$ cat config.mk
export PLATFORM = sky130hd
export DESIGN_NAME = ram_wr_burst_arbiter_flat
export DESIGN_NICKNAME = d
export VERILOG_FILES = /design/src/rtl/ram_wr_burst_arbiter_if.sv /design/src/rtl/ram_wr_burst_arbiter.sv /design/src/flat_wrapper.sv
export SDC_FILE = /design/constraint.sdc
export NUM_CORES = 1
export LEC_CHECK = 0
export ABC_AREA = 1
export CAP_MARGIN = 15
export CELL_PAD_IN_SITES_DETAIL_PLACEMENT = 2
export CELL_PAD_IN_SITES_GLOBAL_PLACEMENT = 2
export CORE_UTILIZATION = 25
export CTS_CLUSTER_SIZE = 10
export DETAILED_ROUTE_END_ITERATION = 10
export GPL_TIMING_DRIVEN = 0
export HOLD_SLACK_MARGIN = 0.15
export PLACE_DENSITY_LB_ADDON = 0.1
export SLEW_MARGIN = 20
export SYNTH_ARGS = -nofsm -noshare
export SYNTH_HDL_FRONTEND = slang
export SYNTH_SLANG_ARGS = --single-unit
$ cat constraint.sdc
create_clock -name wr_clk -period 3.44 [get_ports wr_clk]
set_input_delay 0.516 -clock wr_clk [delete_from_list [all_inputs] [get_ports wr_clk]]
set_output_delay 0.516 -clock wr_clk [all_outputs]
set_load 0.1 [all_outputs]
$ cat src/rtl/ram_wr_burst_arbiter_if.sv
// rtl/ram_wr_burst_arbiter_if.sv - requester handshakes and RAM write-port bundle for the burst arbiter
interface ram_wr_burst_arbiter_if #(
    parameter int RAM_WIDTH = 16,
    parameter int ADDR_SIZE = 3
);
    logic                 req0;
    logic [ADDR_SIZE-1:0] base0;
    logic [ADDR_SIZE-1:0] len0;
    logic [RAM_WIDTH-1:0] data0;
    logic                 ack0;
    logic                 done0;

    logic                 req1;
    logic [ADDR_SIZE-1:0] base1;
    logic [ADDR_SIZE-1:0] len1;
    logic [RAM_WIDTH-1:0] data1;
    logic                 ack1;
    logic                 done1;

    logic                 ram_we;
    logic [ADDR_SIZE-1:0] ram_wr_addr;
    logic [RAM_WIDTH-1:0] ram_data;
    logic                 busy;

    // Requester / observer side
    modport master (
        output req0, base0, len0, data0,
        output req1, base1, len1, data1,
        input  ack0, done0, ack1, done1,
        input  ram_we, ram_wr_addr, ram_data, busy
    );

    // Arbiter side
    modport slave (
        input  req0, base0, len0, data0,
        input  req1, base1, len1, data1,
        output ack0, done0, ack1, done1,
        output ram_we, ram_wr_addr, ram_data, busy
    );
endinterface

$ cat src/rtl/ram_wr_burst_arbiter.sv
// rtl/ram_wr_burst_arbiter.sv - round-robin burst arbiter for the shared RAM write port
module ram_wr_burst_arbiter #(
    parameter int RAM_WIDTH = 16,
    parameter int RAM_DEPTH = 8,
    parameter int ADDR_SIZE = 3
) (
    input logic                    wr_clk,
    input logic                    clr,
    ram_wr_burst_arbiter_if.slave  bus
);
    typedef enum logic [1:0] {
        IDLE   = 2'd0,
        BURST0 = 2'd1,
        BURST1 = 2'd2
    } state_t;

    localparam logic [ADDR_SIZE:0] DEPTH_W = (ADDR_SIZE+1)'(RAM_DEPTH);

    state_t               state;
    logic [ADDR_SIZE-1:0] cnt;
    logic [ADDR_SIZE-1:0] base_q;
    logic [ADDR_SIZE-1:0] len_q;
    logic                 rr_last;

    logic [ADDR_SIZE:0]   addr_sum;
    logic [ADDR_SIZE-1:0] addr_next;
    logic [RAM_WIDTH-1:0] beat_data;
    logic                 last_beat;

    // Beat address wraps modulo the RAM depth; sum is one bit wider so the wrap is explicit
    assign addr_sum  = {1'b0, base_q} + {1'b0, cnt};
    assign addr_next = (addr_sum >= DEPTH_W) ? ADDR_SIZE'(addr_sum - DEPTH_W)
                                             : addr_sum[ADDR_SIZE-1:0];
    assign beat_data = (state == BURST1) ? bus.data1 : bus.data0;
    assign last_beat = (cnt == len_q);

    // Acks tell the owning requester its current word is taken at the next edge
    assign bus.ack0 = (state == BURST0);
    assign bus.ack1 = (state == BURST1);
    assign bus.busy = (state != IDLE);

    // Arbitration, burst sequencing and registered RAM write port
    always_ff @(posedge wr_clk or posedge clr) begin
        if (clr) begin
            state           <= IDLE;
            cnt             <= '0;
            base_q          <= '0;
            len_q           <= '0;
            rr_last         <= 1'b1;
            bus.ram_we      <= 1'b0;
            bus.ram_wr_addr <= '0;
            bus.ram_data    <= '0;
            bus.done0       <= 1'b0;
            bus.done1       <= 1'b0;
        end else begin
            bus.done0 <= 1'b0;
            bus.done1 <= 1'b0;
            case (state)
                IDLE: begin
                    bus.ram_we <= 1'b0;
                    // On a tie the requester that was not granted last wins
                    if (bus.req0 && (!bus.req1 || rr_last)) begin
                        state   <= BURST0;
                        base_q  <= bus.base0;
                        len_q   <= bus.len0;
                        cnt     <= '0;
                        rr_last <= 1'b0;
                    end else if (bus.req1) begin
                        state   <= BURST1;
                        base_q  <= bus.base1;
                        len_q   <= bus.len1;
                        cnt     <= '0;
                        rr_last <= 1'b1;
                    end
                end
                BURST0, BURST1: begin
                    bus.ram_we      <= 1'b1;
                    bus.ram_wr_addr <= addr_next;
                    bus.ram_data    <= beat_data;
                    cnt             <= cnt + 1'b1;
                    // Always pass through IDLE so the other side gets a chance to win
                    if (last_beat) begin
                        state <= IDLE;
                        if (state == BURST0) begin
                            bus.done0 <= 1'b1;
                        end else begin
                            bus.done1 <= 1'b1;
                        end
                    end
                end
                default: begin
                    state      <= IDLE;
                    bus.ram_we <= 1'b0;
                end
            endcase
        end
    end
endmodule

$ cat src/flat_wrapper.sv
// flat-port wrapper written by rule: the top's interface ports become plain ports
module ram_wr_burst_arbiter_flat 
#(
    parameter int RAM_WIDTH = 16,
    parameter int RAM_DEPTH = 8,
    parameter int ADDR_SIZE = 3
)
  (wr_clk, clr, bus_req0, bus_base0, bus_len0, bus_data0, bus_req1, bus_base1, bus_len1, bus_data1, bus_ack0, bus_done0, bus_ack1, bus_done1, bus_ram_we, bus_ram_wr_addr, bus_ram_data, bus_busy);
  ram_wr_burst_arbiter_if #(.RAM_WIDTH(RAM_WIDTH), .ADDR_SIZE(ADDR_SIZE)) bus_i ();
  input logic wr_clk;
  input logic clr;
  input wire logic [$bits(bus_i.req0)-1:0] bus_req0;
  input wire logic [$bits(bus_i.base0)-1:0] bus_base0;
  input wire logic [$bits(bus_i.len0)-1:0] bus_len0;
  input wire logic [$bits(bus_i.data0)-1:0] bus_data0;
  input wire logic [$bits(bus_i.req1)-1:0] bus_req1;
  input wire logic [$bits(bus_i.base1)-1:0] bus_base1;
  input wire logic [$bits(bus_i.len1)-1:0] bus_len1;
  input wire logic [$bits(bus_i.data1)-1:0] bus_data1;
  output wire logic [$bits(bus_i.ack0)-1:0] bus_ack0;
  output wire logic [$bits(bus_i.done0)-1:0] bus_done0;
  output wire logic [$bits(bus_i.ack1)-1:0] bus_ack1;
  output wire logic [$bits(bus_i.done1)-1:0] bus_done1;
  output wire logic [$bits(bus_i.ram_we)-1:0] bus_ram_we;
  output wire logic [$bits(bus_i.ram_wr_addr)-1:0] bus_ram_wr_addr;
  output wire logic [$bits(bus_i.ram_data)-1:0] bus_ram_data;
  output wire logic [$bits(bus_i.busy)-1:0] bus_busy;
  assign bus_i.req0 = bus_req0;
  assign bus_i.base0 = bus_base0;
  assign bus_i.len0 = bus_len0;
  assign bus_i.data0 = bus_data0;
  assign bus_i.req1 = bus_req1;
  assign bus_i.base1 = bus_base1;
  assign bus_i.len1 = bus_len1;
  assign bus_i.data1 = bus_data1;
  assign bus_ack0 = bus_i.ack0;
  assign bus_done0 = bus_i.done0;
  assign bus_ack1 = bus_i.ack1;
  assign bus_done1 = bus_i.done1;
  assign bus_ram_we = bus_i.ram_we;
  assign bus_ram_wr_addr = bus_i.ram_wr_addr;
  assign bus_ram_data = bus_i.ram_data;
  assign bus_busy = bus_i.busy;
  ram_wr_burst_arbiter #(.RAM_WIDTH(RAM_WIDTH), .RAM_DEPTH(RAM_DEPTH), .ADDR_SIZE(ADDR_SIZE)) u_core (.wr_clk(wr_clk), .clr(clr), .bus(bus_i));
endmodule
==> reports/results.tsv <==
metric	value	unit
Setup WS pre-CTS	857	ps
hold path depth	2	
DR DRC count	0	
Placement Rows	29	
delay-heaviest family, CP	buffers and inverters	
cell accounting for the most synthesized area	dfrtp_1	
largest family of logic cells by synthesized area	compound AO/OA/AOI/OAI gates	
Post-Synth Simple-Gate Area	17.3	%
final hold vios	0	
vias in the first global route	1774	
worst clock skew	6.05	ps
Synth Register Bits	34	
die height	85.1	um
fill count	745	
first-pass GRT wire length	8710	um
drt pass-1 iters	4	
vias per cell	4.56	
fin. max-slew vios	0	
commonest non-fill, non-tap cell in the layout	clkdlybuf4s50_1	
Die Area	7240	sq um
Util after Layout	40.8	%
worst hold endpoint	u_core.bus.ram_wr_addr[0]	
ANT nets after route	0	
Max clock buf depth	2	
endpoints failing setup	0	
all-layer global routing usage	15.3	%
initial antenna violation count	0	
Worst-Skew Late Latency	280	ps
most frequent cells in the layout	72 x clkdlybuf4s50_1, 49 x nand2_1, 40 x o21ai_0	
post-CTS setup buffer count	0	
Critical Path End Type	primary output	
HP Class	reg -> reg	
Synth top area share	47.9	%
outcome	completed	
WP data required	2920	ps
Layout area overhead	53.5	%
Root Buffer	clkbuf_8	
RSZ-0062 raised after global routing	no	
Final min period	2860	ps
number of DRC markers in iteration 0	20	
port bufs	72	
Die Width	85.1	um
Synth Instances	203	
Post-Synth XOR/XNOR Area	2.03	%
fin nets	337	
total core area	6490	sq um
MaxCap Viol Count	0	
register area share after synthesis	49.4	%
worst r2r src	u_core.state[0]	
critical path peak fanout	9	
top post-synthesis cells by area	dfrtp_1 48%, o21ai_0 12%, nand2_1 11%	
setup total negative slack	0	ps
GRT Residual Overflow	0	
wire per inst	14.4	um
Max transition margin	32.3	%
Reg2Reg Depth	5	
hold_buf cts	0	
post-DP HPWL	3960	um
fin crit share	83.0	%
Netlist cell types	22	
Final GP Congestion	0.660	
Clock Sinks	34	
H-Tree Depth	2	
WP buf/inv	2	
share of cells above drive strength 1	7.77	%
Post-CTS Resized	0	
Critical Path Max Stage Delay	1190	ps
Worst-path clk slew	70	ps
syn_nets	258	
WS Path Type	reg -> out	
proportion of synthesized area in mux cells	0	%
Synth Warn #	0	
Post-Syn Area	1730	sq um
Worst-Margin Slew	1010	ps
crit path max-delay cell type	clkdlybuf4s50_1	
largest net degree at the start of global routing	35	
FMAX	350	MHz
drt total wl	5180	um
adder-cell share of the synthesized area	5.51	%
starting density of the core	26.6	%
Critical Path AT	2340	ps
final worst setup slack	584	ps
crit-path cells	inv_1, ha_1, clkdlybuf4s50_1	
CP Launch Type	flip-flop	
Reg-to-Reg End	u_core.bus.ram_data[1]	
diode count	0	
internal reg-to-reg setup slack	1650	ps
via count	1640	
Compound-Gate Fraction of Synth Area	18.3	%
CTS buffer count	5	
Avg Inst Size Synth	8.50	sq um
I/O Pins	73	
CTS tree	done	
hold path start	u_core.bus.ram_wr_addr[0]	
logic make-up after synthesis:
kind of cell / count (synthesis)
simple gates: 76
compound gates: 52
flops: 34
buf+inv: 30
fa+ha+maj: 7
xor+xnor: 4
synth_stat cells:
library cell and instances:
a21oi_2 3, a21oi_4 1, buf_2 1, buf_6 2, clkbuf_1 5, dfrtp_1 33, dfstp_2 1, fa_1 1
ha_1 6, inv_1 21, inv_2 1, nand2_1 49, nand3_1 3, nand3_2 1, nand4_1 1, nor2_1 22
o21a_1 3, o21ai_0 40, o21ai_2 4, o21ai_4 1, xnor2_1 3, xor2_1 1
stage by stage:
| stage | hold slack [ps] | std cells | instance area [sq um] |
|---|---|---|---|
| after floorplan | 480 | 203 | 1730 |
| after global placement | 454 | 352 | 2540 |
| after detailed placement | 478 | 352 | 2540 |
| after CTS | 495 | 360 | 2650 |
| after global routing | 511 | 360 | 2650 |
| final | 483 | 360 | 2650 |
registers in the layout, indices dropped and copies added (netlist names), 2 cells and up:
register                count
u_core.base_q               3
u_core.bus.ram_wr_addr      3
u_core.state                2
u_core.bus.ram_data        16
u_core.len_q                3
u_core.cnt                  3
worst max path at each step:
stage / start / end / cells past startpoint
final: u_core.state[0] / bus_ack1 / 3
after global routing: u_core.state[0] / bus_ack1 / 3
after CTS: u_core.state[0] / bus_ack1 / 3
after detailed placement: u_core.state[0] / bus_ack1 / 3
after global placement: u_core.state[0] / bus_ack1 / 3
after floorplan: u_core.state[0] / u_core.bus.ram_data[0] / 6
metal layers:
metal / vias up / GRT usage, % / wire [um]
li1: 798 / - / -
met1: 792 / 18.7 / 2250
met2: 45 / 27.3 / 2630
met3: 5 / 3.31 / 248
met4: 0 / 4.16 / 52
met5: - / 0 / 0
worst min-delay path, delay by kind of cell, from the launching register on:
family | cells | cell delay (ps)
flip-flops | 1 | 340
AND/OR/NAND/NOR | 2 | 110
area by class of cell:
class	count	area (sq um)	share of cell area, %
Sequential cell	34	852	32.2
Clock inverter	1	30.0	1.13
Multi-Input combinational cell	139	744	28.1
Clock buffer	7	76.3	2.88
Buffer	8	46.3	1.75
Inverter	22	82.6	3.12
Tap cell	77	96.3	3.64
Timing Repair Buffer	72	721	27.2
Power is left out: the tool's default activity adds up to more than one toggle a clock period on the data nets, which glitch-free logic cannot reach.
